### src/rtl/puf_pkg.sv
// Shared types and helpers for the PUF challenge controller.
// Holds FSM states, bus widths and the challenge LFSR step.
package puf_pkg;

    localparam int CHALLENGE_W = 8;
    localparam int RESPONSE_W  = 8;
    localparam int ENABLE_W    = 32;

    // Taps for x^8+x^6+x^5+x^4+1: feedback from bits 7,5,4,3.
    localparam logic [CHALLENGE_W-1:0] LFSR_TAPS = 8'hB8;

    typedef enum logic [2:0] {
        IDLE,
        ARM,
        LAUNCH,
        SAMPLE,
        OUTPUT
    } ctrl_state_t;

    function automatic logic [CHALLENGE_W-1:0] lfsr_next(
        input logic [CHALLENGE_W-1:0] c
    );
        return {c[CHALLENGE_W-2:0], ^(c & LFSR_TAPS)};
    endfunction

endpackage

### src/rtl/puf_majority_voter.sv
// Per-bit vote counters over repeated arbiter evaluations.
// A bit votes 1 when it was seen high in a strict majority of repeats.
module puf_majority_voter
    import puf_pkg::*;
#(
    parameter int REPEATS = 3
) (
    input  logic                  clock,
    input  logic                  reset,
    input  logic                  clear,
    input  logic                  accum,
    input  logic [RESPONSE_W-1:0] sample,
    output logic [RESPONSE_W-1:0] voted
);

    localparam logic [3:0] REP_MAX = 4'(REPEATS);
    localparam logic [3:0] HALF    = 4'(REPEATS / 2);

    logic [3:0] votes [RESPONSE_W];

    // Saturating per-bit counters; clear wins over accumulate.
    always_ff @(posedge clock or negedge reset) begin
        if (!reset) begin
            for (int i = 0; i < RESPONSE_W; i++) votes[i] <= '0;
        end else if (clear) begin
            for (int i = 0; i < RESPONSE_W; i++) votes[i] <= '0;
        end else if (accum) begin
            for (int i = 0; i < RESPONSE_W; i++)
                if (sample[i] && votes[i] < REP_MAX)
                    votes[i] <= votes[i] + 4'd1;
        end
    end

    // Majority decision per bit.
    always_comb begin
        voted = '0;
        for (int i = 0; i < RESPONSE_W; i++) voted[i] = votes[i] > HALF;
    end

endmodule

### src/rtl/puf_challenge_controller.sv
// Sequences LFSR challenges through the arbiter PUF array and
// streams majority-voted responses over a valid/ready port.
module puf_challenge_controller
    import puf_pkg::*;
#(
    parameter int SETTLE_CYCLES = 4,
    parameter int REPEATS       = 3
) (
    input  logic                   clock,
    input  logic                   reset,
    input  logic                   start,
    input  logic [CHALLENGE_W-1:0] seed,
    input  logic [7:0]             count,
    input  logic [ENABLE_W-1:0]    enable_mask,
    output logic [CHALLENGE_W-1:0] challenge,
    output logic [ENABLE_W-1:0]    enable,
    input  logic [RESPONSE_W-1:0]  race_arbiter_out,
    output logic                   busy,
    output logic                   resp_valid,
    input  logic                   resp_ready,
    output logic [CHALLENGE_W-1:0] resp_challenge,
    output logic [RESPONSE_W-1:0]  resp_data,
    output logic                   done
);

    localparam logic [15:0] SETTLE_LAST = 16'(SETTLE_CYCLES - 1);
    localparam logic [3:0]  REP_MAX     = 4'(REPEATS);

    ctrl_state_t state, state_nxt;

    logic [15:0]           settle;
    logic [3:0]            rep_cnt;
    logic [3:0]            rep_nxt;
    logic [8:0]            remaining;
    logic                  accept;
    logic                  hs;
    logic                  last;
    logic [RESPONSE_W-1:0] voted;

    assign accept  = (state == IDLE) && start;
    assign hs      = resp_valid && resp_ready;
    assign last    = remaining == 9'd1;
    assign rep_nxt = rep_cnt + 4'd1;

    // State register.
    always_ff @(posedge clock or negedge reset) begin
        if (!reset) state <= IDLE;
        else        state <= state_nxt;
    end

    // Next-state and array-facing outputs.
    always_comb begin
        state_nxt  = state;
        enable     = '0;
        resp_valid = 1'b0;
        unique case (state)
            IDLE:   if (start) state_nxt = ARM;
            ARM:    state_nxt = LAUNCH;
            LAUNCH: begin
                enable = enable_mask;
                if (settle == SETTLE_LAST) state_nxt = SAMPLE;
            end
            SAMPLE: begin
                enable    = enable_mask;
                state_nxt = (rep_nxt < REP_MAX) ? ARM : OUTPUT;
            end
            OUTPUT: begin
                resp_valid = 1'b1;
                if (resp_ready) state_nxt = last ? IDLE : ARM;
            end
            default: state_nxt = IDLE;
        endcase
    end

    // Challenge, counters, busy and done bookkeeping.
    always_ff @(posedge clock or negedge reset) begin
        if (!reset) begin
            challenge <= '0;
            remaining <= '0;
            settle    <= '0;
            rep_cnt   <= '0;
            busy      <= 1'b0;
            done      <= 1'b0;
        end else begin
            done <= 1'b0;
            if (accept) begin
                challenge <= (seed == '0) ? 8'h01 : seed;
                remaining <= (count == '0) ? 9'd256 : {1'b0, count};
                rep_cnt   <= '0;
                busy      <= 1'b1;
            end
            if (state == ARM)    settle  <= '0;
            if (state == LAUNCH) settle  <= settle + 16'd1;
            if (state == SAMPLE) rep_cnt <= rep_nxt;
            if (hs) begin
                if (last) begin
                    busy <= 1'b0;
                    done <= 1'b1;
                end else begin
                    remaining <= remaining - 9'd1;
                    challenge <= lfsr_next(challenge);
                    rep_cnt   <= '0;
                end
            end
        end
    end

    puf_majority_voter #(.REPEATS(REPEATS)) u_voter (
        .clock  (clock),
        .reset  (reset),
        .clear  (accept || (hs && !last)),
        .accum  (state == SAMPLE),
        .sample (race_arbiter_out),
        .voted  (voted)
    );

    assign resp_data      = resp_valid ? voted : '0;
    assign resp_challenge = resp_valid ? challenge : '0;

endmodule

### config.mk
export PLATFORM = sky130hd
export DESIGN_NAME = puf_challenge_controller
export DESIGN_NICKNAME = d
export VERILOG_FILES = /design/src/rtl/puf_pkg.sv /design/src/rtl/puf_majority_voter.sv /design/src/rtl/puf_challenge_controller.sv
export SDC_FILE = /design/constraint.sdc
export NUM_CORES = 1
export LEC_CHECK = 0
export ABC_AREA = 1
export CAP_MARGIN = 20
export CORE_MARGIN = 4
export CORE_UTILIZATION = 45
export DETAILED_ROUTE_END_ITERATION = 8
export MAX_ROUTING_LAYER = met4
export PLACE_DENSITY = 0.78
export REMOVE_ABC_BUFFERS = 1
export SLEW_MARGIN = 40
export SYNTH_ARGS = -nofsm -noshare
export SYNTH_HDL_FRONTEND = slang
export SYNTH_SLANG_ARGS = --single-unit
### constraint.sdc
create_clock -name clock -period 1.3 [get_ports clock]
set_input_delay 0.26 -clock clock [delete_from_list [all_inputs] [get_ports clock]]
set_output_delay 0.26 -clock clock [all_outputs]
set_load 0.01 [all_outputs]
After elaboration in Yosys (flattened, before gate mapping):

Index checks and enable logic that the tools add are counted.

* add/subtract/negate cells: 11
* $mul: 0
* div/mod/pow operators: 0
* $lt $le $gt $ge: 17
* equality and inequality tests: 9
* shifts and indexed selects: 0
* multiplexer cells: 39
* bitwise gates (word level): 0
* reductions and logical operators: 37

Operators by type and width (number)
* $mux 32: 3
* $mux 4: 12
* $mux 8: 6
* $add 4x1->4 const B: 9
* $lt 4x2->1 const B: 9
* $mux 9: 4
* $gt 4x1->1 const B: 8
* $mux 16: 2
* $reduce_bool 2->1: 10
* $add 16x1->16 const B: 1
* $eq 16x2->1 const B: 1
* $logic_not 8->1: 2
* $reduce_and 2->1: 8
* $pmux 3 s5: 1
* $mux 3: 4
* $logic_and 1x1->1: 11
* $eq 9x1->1 const B: 1
* $sub 9x1->9 const B: 1
* $reduce_xor 8->1: 1
* $mux 1: 7
* $eq 3x2->1 const B: 2
* $ne 2x2->1 const B: 3
* $eq 3x1->1 const B: 1
* $eq 3x3->1 const B: 1
* other kinds (5): 5

* bits in registers: 74
* latch bits: 0
* RAM bits: 0
* ROM bits: 0
* bits of input ports: 60
* word-level logic and storage cells: 128
* memories: 0

Depth between registers and ports, before layout:

* depth in word-level cells: 7
* gate-level depth with buffers: 10
* gate-level depth less buffers: 10

Modules after synthesis:

Synthesis repeated with hierarchy kept, for this count alone.

* cells, all modules: 705
* area total of the unflattened synthesis: 4884.7 um^2

Modules (own cells, without submodules)
* puf_challenge_controller: times used 1, cells each 487, area an instance 3067.9 um^2
* puf_majority_voter: times used 1, cells each 218, area an instance 1816.7 um^2

Worst setup path before layout:

Ideal clock, no wire load.

* kind: register to output
* start point: register state[0]
* end point: output enable[10]
* data arrival time: 1132 ps
* data required time: 1040 ps
* setup slack: -92 ps
* cell stages (with the launch flop): 7
* path buffers: 1
* path through: dfrtp_1 > nor2_1 > nand2_2 > nand2_1 > inv_1 > buf_2 > nor2_1

* word-level cells in the longest chain between the ends: 3
* elaborated cells between the ends (all ways): 4

RTL lines
* from (decl): line puf_challenge_controller.sv:29 `ctrl_state_t state, state_nxt;`
* from (signal assigned): line puf_challenge_controller.sv:48 `else state <= state_nxt;`
* $eq 3x2->1: line puf_challenge_controller.sv:56 `unique case (state)`
* $reduce_or 2->1 (no source line) *
* $mux 32 *: line puf_challenge_controller.sv:56
* to (decl): line puf_challenge_controller.sv:16 `output logic [ENABLE_W-1:0] enable,`

Every way passes the cells marked *; elsewhere a longest branch is shown, timed or not.

Final worst setup path:

* start point: register state[0]
* end point: output resp_data[3]

* word-level cells in the longest chain between the ends: 3

RTL lines
* $eq 3x3->1: line puf_challenge_controller.sv:56
* $mux 1: line puf_challenge_controller.sv:56
* $mux 8: line puf_challenge_controller.sv:117 `assign resp_data = resp_valid ? voted : '0;`
* to (decl): line puf_challenge_controller.sv:22 `output logic [RESPONSE_W-1:0] resp_data,`

No other way between the ends.

==> qor.yml <==
detailed_place.area_um2: 6530
critical_path_peak_fanout: 5
initial_utilization_pct: 46.9
finalHoldViolCount: 0
worst_path_largest_cell_delay_ns: 0.41
run_status: "finished with violations"
core.rowCount: 36
finalWirelength_um: 15900
post-route-period-util_pct: 144
timing.setup.critical_path_class: "reg2out"
grt_antenna_before_repair: 0
per_cell_via_count_in_the_routed_design: 5.05
synth-async-reset-ratio_pct: 100
final_util_pct: 76.9
cts.root.buffer_cell: "sky130_fd_sc_hd__clkbuf_8"
grt_max_degree: 75
synthesis_stage_register_bit_count: 74
yosysTopAreaCellShare_pct: 39.9
timing.critical_path.max_delay_family: "buffers and inverters"
whs_ns: 0.416
crit_path_end_kind: "output port"
post-route-cell-area_um2: 7620
worstPathCellList: "buf_6, nor2_4, nand2_8, buf_8, buf_6, nor2_4, buf_6"
globalRoute.totalOverflow: 0
highest_attainable_clock_frequency_mhz: 533
synthDistinctLibCells: 29
synth_enable_flop_cells: 0
gp_routability_congestion: 0.875
htree_num_levels: 3
yosysMostFrequentCell: "sky130_fd_sc_hd__nand2_1"
num_antenna_cells: 0
worst_clock_skew_ns: 0.0156
failed_checks: "negative setup slack"
final-instance-count-excl-fill: 1019
setup_tns_ns: -51.99
report.final.setup_viol: 108
synth-seq-area-share_pct: 39.9
critical_path_required_ns: 1.04
die_x_um: 110
path_common_cell: "sky130_fd_sc_hd__buf_6"
cell_types_occupying_the_most_area_after_synthesis: "sky130_fd_sc_hd__dfrtp_1 40%, sky130_fd_sc_hd__nand2_1 11%, sky130_fd_sc_hd__nor2_1 11%"
worstSetupStartpointType: "flop"
flow.area_growth_from_synthesis_pct: 64.1
drt.antenna.violating_nets: 0
clkSinkCount: 74
tritoncts.num_buffers: 9
post_synth_instance_area_um2: 4640
synth_flop_cell: "sky130_fd_sc_hd__dfrtp_1"
nets: 970
post_synth.cell_area_avg_um2: 7.06
rrSetupSlack_ns: -0.57
yosys_warnings: 0
place.detailed.instances: 971
post_route_cells_drive_above_1_share_pct: 34.2
core_area_um2: 9910
grt_setup_unrepaired: "yes"
critPathSlowestCell: "sky130_fd_sc_hd__dfrtp_1"
global_route.usage.total_pct: 25.6
p_leak_nw: 3.87
final_max_slew_viol_count: 0
vias_in_the_first_global_route: 5111
layout_setup_ws_ns: -0.577
synth_top_area_cell: "sky130_fd_sc_hd__dfrtp_1"
clock_tree_from_tritoncts: "yes"
fp.dieH_um: 110
netlist_top_cells_count: "136 x sky130_fd_sc_hd__nand2_1, 134 x sky130_fd_sc_hd__nor2_1, 117 x sky130_fd_sc_hd__inv_1"
worstMarginPinSlew_ns: 0.418
io_buffers: 118
ir_worst_vdd_mv: 1.09
grt_pass1_wl_um: 23400
num_vias: 5147
cts_max_path_buffers: 2
fin_crit_ns: 1.88
timing.slew.headroom_pct: 72.1
max_cap_violations: 0
holdCritPathClass: "in2async"
clk_pin_slew_worst_paths_ns: 0.10
worstSkewPairLatency_ns: 0.38
wire_per_inst_um: 15.6
drt-initial-drc-count: 302
power.density_nw_per_um2: 1740
firstDrtPassIters: 5
critical_path_buf_inv_count: 4
syn_inst: 658
die_area_um2: 12000
io_pins: 119
place_hpwl_um: 9330
residual_drc_count: 0
endpoint_arrival_time_on_the_critical_path_ns: 1.62
[sequential cells by signal, indices dropped and copies added (netlist names)]
signal         flops
u_voter.votes     32
rep_cnt            4
done               1
challenge          8
busy               1
settle            16
remaining          9
state              3
[area by class of cell]
| type | instances | area [um^2] |
|---|---|---|
| Sequential cell | 74 | 1860 |
| Clock buffer | 9 | 124 |
| Multi-Input combinational cell | 448 | 2710 |
| Timing Repair Buffer | 229 | 2240 |
| Fill cell | 645 | 2290 |
| Inverter | 119 | 467 |
| Clock inverter | 7 | 60.1 |
| Tap cell | 133 | 166 |
[worst paths after layout]
| check | start | end | cells after the start |
|---|---|---|---|
| min in group clock | busy$_DFF_PN0_ | busy$_DFF_PN0_ | 2 |
| max reg2reg | state[0]$_DFFE_PN0P_ | remaining[7]$_DFF_PN0_ | 12 |
| max in group asynchronous | reset | settle[3]$_DFFE_PN0P_ | 3 |
| max | state[0]$_DFFE_PN0P_ | resp_data[3] | 7 |
| min reg2reg | busy$_DFF_PN0_ | busy$_DFF_PN0_ | 2 |
| min | reset | u_voter.votes[28]$_DFFE_PN0P_ | 3 |
[through the flow]
| stage | setup slack, ns | total power [W] |
|---|---|---|
| floorplan | -0.338 | 0.00616 |
| global placement | -0.508 | 0.00912 |
| detailed placement | -0.526 | 0.00937 |
| CTS | -0.589 | 0.0120 |
| global route | -0.644 | 0.0141 |
| finish | -0.577 | 0.0133 |
[power breakdown]
| group | switching (W) | total (W) | internal [W] |
|---|---|---|---|
| Combinational | 0.00422 | 0.00822 | 0.00400 |
| Clock | 0.00106 | 0.00178 | 0.000723 |
| Sequential | 0.000472 | 0.00328 | 0.00281 |
| Total | 0.00574 | 0.0133 | 0.00753 |
[worst reg2reg max path: stages, from the launching register on]
cell and delay (ns):
sky130_fd_sc_hd__dfrtp_1 0.41, sky130_fd_sc_hd__buf_6 0.14, sky130_fd_sc_hd__nor2_4 0.15, sky130_fd_sc_hd__nand2_8 0.10, sky130_fd_sc_hd__buf_8 0.16, sky130_fd_sc_hd__buf_6 0.13
sky130_fd_sc_hd__nor2_4 0.12, sky130_fd_sc_hd__nand2_4 0.12, sky130_fd_sc_hd__buf_12 0.16, sky130_fd_sc_hd__inv_8 0.07, sky130_fd_sc_hd__buf_12 0.12, sky130_fd_sc_hd__nand3_2 0.05
sky130_fd_sc_hd__o21ai_1 0.08
[logic make-up after synthesis]
family / Yosys count / synth area share, %
XOR/XNOR: 15 / 2.83
adder cells (fa/ha/maj): 29 / 7.81
AND/OR/NAND/NOR: 341 / 30.5
buffers and inverters: 136 / 11.7
AO/OA/AOI/OAI: 63 / 7.20
flip-flops: 74 / 39.9
[what timing repair did]
action,in CTS,in global routing
pin swaps,22,22
gates resized for setup,360,102
setup buffers,17,10
endpoints found under the setup margin,127,131
gates cloned,6,2
hold endpoints to repair,74,0
hold buffers,1,0
[cells in the final DEF (no fill, tap or decap), types with 12 or more instances in the layout]
master and count:
sky130_fd_sc_hd__ha_1 28, sky130_fd_sc_hd__nor2_4 19, sky130_fd_sc_hd__buf_4 59, sky130_fd_sc_hd__nor2_2 29, sky130_fd_sc_hd__nand2_1 116, sky130_fd_sc_hd__nand3_1 34, sky130_fd_sc_hd__nor2_1 88, sky130_fd_sc_hd__clkdlybuf4s50_1 58
sky130_fd_sc_hd__o21ai_0 20, sky130_fd_sc_hd__xor2_1 12, sky130_fd_sc_hd__buf_2 39, sky130_fd_sc_hd__o21ai_1 15, sky130_fd_sc_hd__nand2_2 16, sky130_fd_sc_hd__inv_1 111, sky130_fd_sc_hd__buf_6 50, sky130_fd_sc_hd__dfrtp_1 69
[routing by layer]
layer | global-route usage (%) | up-vias | share of wire [%]
li1 | - | 2462 | -
met1 | 27.1 | 2448 | 37
met2 | 46.9 | 192 | 53
met3 | 5.23 | 45 | 7.0
met4 | 9.17 | 0 | 3.1
met5 | - | - | 0
Power figures use the tool's default switching activity.
